$ cat config.mk
export PLATFORM = sky130hd
export DESIGN_NAME = fifo_fwft_reader
export DESIGN_NICKNAME = d
export VERILOG_FILES = /design/src/rtl/fifo_fwft_reader_pkg.sv /design/src/rtl/fifo_fwft_reader_skid_buffer.sv /design/src/rtl/fifo_fwft_reader.sv
export SDC_FILE = /design/constraint.sdc
export NUM_CORES = 1
export LEC_CHECK = 0
export BUFFER_PORTS_ARGS = -buffer_cell sky130_fd_sc_hd__buf_2
export CAP_MARGIN = 20
export CORE_MARGIN = 8
export CORE_UTILIZATION = 51
export CTS_BUF_LIST = sky130_fd_sc_hd__clkbuf_4 sky130_fd_sc_hd__clkbuf_8 sky130_fd_sc_hd__clkbuf_16
export CTS_CLUSTER_DIAMETER = 80
export CTS_CLUSTER_SIZE = 40
export DETAILED_ROUTE_END_ITERATION = 16
export GPL_ROUTABILITY_DRIVEN = 0
export GPL_TIMING_DRIVEN = 0
export HOLD_SLACK_MARGIN = 0.1
export PLACE_DENSITY = 0.87
export RECOVER_POWER = 25
export SYNTH_ARGS = -nofsm -noshare
export SYNTH_HDL_FRONTEND = slang
export SYNTH_SLANG_ARGS = --single-unit
$ cat constraint.sdc
create_clock -name in_clock -period 2.1 [get_ports in_clock]
set_input_delay 0.42 -clock in_clock [delete_from_list [all_inputs] [get_ports in_clock]]
set_output_delay 0.42 -clock in_clock [all_outputs]
set_load 0.02 [all_outputs]
$ cat src/rtl/fifo_fwft_reader_pkg.sv
// Shared definitions for the FWFT read stage: default widths, the buffer
// level type and the occupancy helper used by the take decision.
package fifo_fwft_reader_pkg;

    localparam int DATA_WIDTH_DEFAULT = 8;
    localparam int LEVEL_W            = 2;

    typedef logic [LEVEL_W-1:0] level_t;

    // Words that will be held once the current edge retires: buffered words
    // plus the read still returning from RAM, minus the word leaving now.
    // A pop always implies count >= 1, so this never wraps below zero.
    function automatic level_t pending_words(level_t count, logic inflight, logic pop);
        return count + level_t'(inflight) - level_t'(pop);
    endfunction

endpackage

$ cat src/rtl/fifo_fwft_reader_skid_buffer.sv
// Two-entry in-order holding buffer. slot0 is always the head word; a push
// lands in the first free slot, a pop shifts slot1 forward.
module fifo_fwft_reader_skid_buffer
    import fifo_fwft_reader_pkg::*;
#(
    parameter int DATA_WIDTH = DATA_WIDTH_DEFAULT
) (
    input  logic                  clock,
    input  logic                  reset_n,
    input  logic                  clear,
    input  logic                  push,
    input  logic [DATA_WIDTH-1:0] push_data,
    input  logic                  pop,
    output level_t                count,
    output logic [DATA_WIDTH-1:0] head
);

    logic [DATA_WIDTH-1:0] slot0;
    logic [DATA_WIDTH-1:0] slot1;

    // Occupancy and slot contents; reset wins over clear, clear drops everything.
    always_ff @(posedge clock) begin
        if (!reset_n) begin
            count <= '0;
            slot0 <= '0;
            slot1 <= '0;
        end else if (clear) begin
            count <= '0;
        end else if (pop && !push) begin
            slot0 <= slot1;
            count <= count - level_t'(1);
        end else if (push && !pop) begin
            if (count == level_t'(0)) begin
                slot0 <= push_data;
            end else begin
                slot1 <= push_data;
            end
            count <= count + level_t'(1);
        end else if (push && pop) begin
            // Occupancy unchanged: the new word goes behind whatever survives.
            if (count == level_t'(1)) begin
                slot0 <= push_data;
            end else begin
                slot0 <= slot1;
                slot1 <= push_data;
            end
        end
    end

    assign head = slot0;

endmodule

$ cat src/rtl/fifo_fwft_reader.sv
// First-word-fall-through read stage behind the FIFO controller and its
// synchronous-read RAM. Issues takes only when the returning word is sure to
// find room in the two-entry buffer, so one-cycle RAM latency still sustains
// one word per clock.
module fifo_fwft_reader
    import fifo_fwft_reader_pkg::*;
#(
    parameter int DATA_WIDTH = DATA_WIDTH_DEFAULT
) (
    input  logic                  in_clock,
    input  logic                  in_reset_n,
    input  logic                  in_flush,
    input  logic                  in_fifo_empty,
    output logic                  out_fifo_take,
    input  logic [DATA_WIDTH-1:0] in_ram_data,
    output logic                  out_valid,
    output logic [DATA_WIDTH-1:0] out_data,
    input  logic                  in_ready,
    output logic [LEVEL_W-1:0]    out_level
);

    level_t count;
    logic   inflight;
    logic   pop;
    logic   capture;
    level_t pending;

    assign out_valid = (count != level_t'(0));
    assign pop       = out_valid && in_ready;
    assign pending   = pending_words(count, inflight, pop);

    // A word returning during a flush belongs to the discarded stream.
    assign capture   = inflight && !in_flush;

    // Gating on reset keeps the controller's pointer still while both reset.
    assign out_fifo_take = in_reset_n && !in_fifo_empty && !in_flush &&
                           (pending < level_t'(2));

    // Tracks the RAM read issued at the previous edge.
    always_ff @(posedge in_clock) begin
        if (!in_reset_n) begin
            inflight <= 1'b0;
        end else begin
            inflight <= out_fifo_take;
        end
    end

    fifo_fwft_reader_skid_buffer #(
        .DATA_WIDTH (DATA_WIDTH)
    ) u_buffer (
        .clock     (in_clock),
        .reset_n   (in_reset_n),
        .clear     (in_flush),
        .push      (capture),
        .push_data (in_ram_data),
        .pop       (pop),
        .count     (count),
        .head      (out_data)
    );

    assign out_level = count;

endmodule

==> flow_summary.yaml <==
run_status:
  status: "finished, violations left"
  violations: "negative setup slack"
worst_setup_path:
  cp-startpoint: "u_buffer.count[0]"
  critPathKind: "reg -> out"
  setup.worst_path.end_class: "primary output"
  critPathLaunchType: "flop"
  slowest_delay_ps: 380
  ff2ff_path_depth: 7
  rrSetupSlack_ps: 240
  cp.arrival_ps: 1690
  cp_top_family: "flip-flops"
  rr_startpoint: "u_buffer.count[1]"
  r2r-end: "u_buffer.head[2]"
  path_max_fanout: 5
  path_cells: "inv_4, ha_4, nand2b_4, mux2i_1, xnor2_1, nor3_2, buf_4"
  required_ps: 1680
  critical_path_depth: 7
  crit_end: "out_fifo_take"
  worst-path-buf-inv: 2
  critPathSlowestCell: "dfxtp_4"
global_routing:
  overflow: 0
  grt_pass1_vias: 917
  grt_usage_pct: 14.1
  antenna_found_initial: 0
  grt_max_degree: 12
  grt_pass1_wl_mm: 3.91
min_path:
  hp-start: "in_fifo_empty"
  min_path_type: "in -> reg"
sta:
  rsz0062_at_grt: "true"
  hold_ws_ps: 305
  max_slew.worst_pin.slew_ps: 584
  fin_ws_ps: -13.0
  hold_violations: 0
  min_period_over_period_pct: 101
  min_period_ps: 2110
  max_clock_freq_mhz: 473
  fin_setup_tns_ps: -13.0
  slew_viol_final: 0
  relSlewSlack_pct: 60.9
  setup_viol: 1
  clock_skew_ps: 10.5
detailed_routing:
  route.detailed.drc: 0
  routed_wl_mm: 2.42
  drt_iter0_markers: 10
  drt-wirelength-per-cell_microns: 15.0
  vias: 891
  via_per_inst: 5.53
  dr.pass1.iters: 4
  postRouteAntennaNets: 0
layout:
  drive_gt1_share_pct: 32.8
  utilization_pct: 65.3
  antenna_cells: 0
  nets: 150
  fin_area_sq_um: 1240
  finalNonFillerCells: 161
  num-fill-cells: 161
  syn2layout_area_growth_pct: 24.9
clock_network:
  cts_tree: "yes"
  clkTransAtPathRegs_ps: 100
  holdBufCountCts: 0
  clk_path_buf_depth: 2
  h-tree-depth: 1
  insertion_delay_ps: 300
  cts_buffers: 3
  cts_sinks: 19
  clockRootBuffer: "clkbuf_4"
synthesis:
  mappedNetlistNets: 115
  syn_inst: 100
  synth_edf_count: 0
  seq_area_frac_synth_pct: 38.3
  synth-main-ff-cell: "dfxtp_1"
  postSynthAreaPerCell_sq_um: 9.93
  async_reset_ff_share_pct: 0
  synth_warnings: 0
  ys_types: 30
  synth-seq-cells: 19
  mappedNetlistArea_sq_um: 993
floorplan:
  placementRows: 16
  dieWidth_microns: 60.1
  boundaryPins: 25
  start_util_pct: 52.2
  die_h_microns: 60.1
  die-area_sq_um: 3620
  core_area_sq_um: 1900
placement:
  placed_area_sq_um: 1150
  hpwl_mm: 1.65
  io_buffers: 23
  pre_cts_ws_ps: 144
  dp_cells: 150
power_and_ir_drop:
  seq_power_share_pct: 57.6
  finalPower_uw: 637
  peakVddDrop_v: 0.000363
  p_clk_share_pct: 29.3
  switching_share_pct: 25.9
  internal_power_uw: 472
  p_sw_uw: 165
  power.density_nw_per_um2: 513
  p_comb_share_pct: 13.1
  leakage_nw: 0.548
run:
  max-cap-violations: 0
==> metal layers <==
| layer | GRT usage (%) | routed length (microns) | up-vias |
|---|---|---|---|
| li1 | - | - | 441 |
| met1 | 15.9 | 1050 | 423 |
| met2 | 24.2 | 1250 | 25 |
| met3 | 2.80 | 92 | 2 |
| met4 | 7.14 | 30 | 0 |
| met5 | 0 | 0 | - |
==> kinds of logic (layout without fill, tap and decap cells) <==
group                    after synthesis  count (layout)  share of synthesized area, %
XOR/XNOR                               3               3                          3.40
adder cells (fa/ha/maj)                2               2                          2.52
AND/OR/NAND/NOR                       32              32                          22.0
flip-flops                            19              19                          38.3
AO/OA/AOI/OAI                         27              27                          20.0
buffers and inverters                  7              41                          3.65
multiplexers                          10              10                          10.1
==> cell usage in the layout (no fill, tap or decap), drive strengths merged <==
cell type | synthesis | layout
buf | 3 | 26
dfxtp | 19 | 19
clkbuf | 1 | 11
mux2i | 10 | 10
and3 | 8 | 8
a221oi | 8 | 8
a22oi | 8 | 8
o21ai | 8 | 8
nor2b | 8 | 8
nor2 | 3 | 3
nor3 | 3 | 3
inv | 3 | 3
xnor2 | 2 | 2
nand2 | 2 | 2
nand2b | 2 | 2
o21a | 2 | 2
nand3 | 2 | 2
ha | 2 | 2
and2 | 1 | 1
or2 | 1 | 1
and2b | 1 | 1
xor2 | 1 | 1
or3 | 1 | 1
a31oi | 1 | 1
clkinv | 0 | 1
==> cells in the mapped netlist, types with 3 or more instances <==
| cell type | count | share of area [%] |
|---|---|---|
| a221oi_1 | 8 | 7.1 |
| a22oi_1 | 8 | 6.0 |
| and3_1 | 8 | 5.0 |
| dfxtp_1 | 19 | 38 |
| inv_1 | 3 | 1.1 |
| mux2i_1 | 10 | 10 |
| nor2b_1 | 8 | 5.0 |
| o21ai_1 | 8 | 4.0 |
==> sequential cells by signal, summed over array words and instances, names as in the netlist <==
register	flops
inflight	1
u_buffer.count	2
u_buffer.head	8
u_buffer.slot1	8
==> area by class of cell <==
type / instances / area (sq um) / area share, %
clock inverters: 1 / 5.00 / 0.403
flip-flops and latches: 19 / 385 / 31.0
multi-input cells: 74 / 594 / 47.9
well taps: 27 / 33.8 / 2.72
clock buffers: 3 / 22.5 / 1.81
plain buffers: 4 / 25.0 / 2.02
repair buffers: 30 / 161 / 13.0
inverters: 3 / 13.8 / 1.11
==> power by group through the flow <==
stage	Clock [mW]	Combinational, mW	Sequential [mW]
3_3_place_gp	0	0.0719	0.375
4_1_cts	0.192	0.0784	0.367
3_5_place_dp	0	0.0740	0.375
6_report	0.187	0.0834	0.367
2_1_floorplan	0	0.0439	0.377
5_1_grt	0.210	0.0908	0.368
==> worst min path at each step <==
stage	to	slack, ps	cells after the start
after global placement	u_buffer.head[5]	470	2
after detailed placement	u_buffer.head[6]	490	2
after global routing	inflight	300	2
final	inflight	310	2
after floorplan	u_buffer.head[0]	480	2
after CTS	inflight	300	2
==> timing repair <==
item | 4_1_cts | 5_1_grt
buffers inserted | 2 | 5
endpoints found under the setup margin | 1 | 1
gates cloned | 0 | 0
gates resized for setup | 7 | 2
pin swaps | 2 | 3
(Power assumes the default switching activity.)
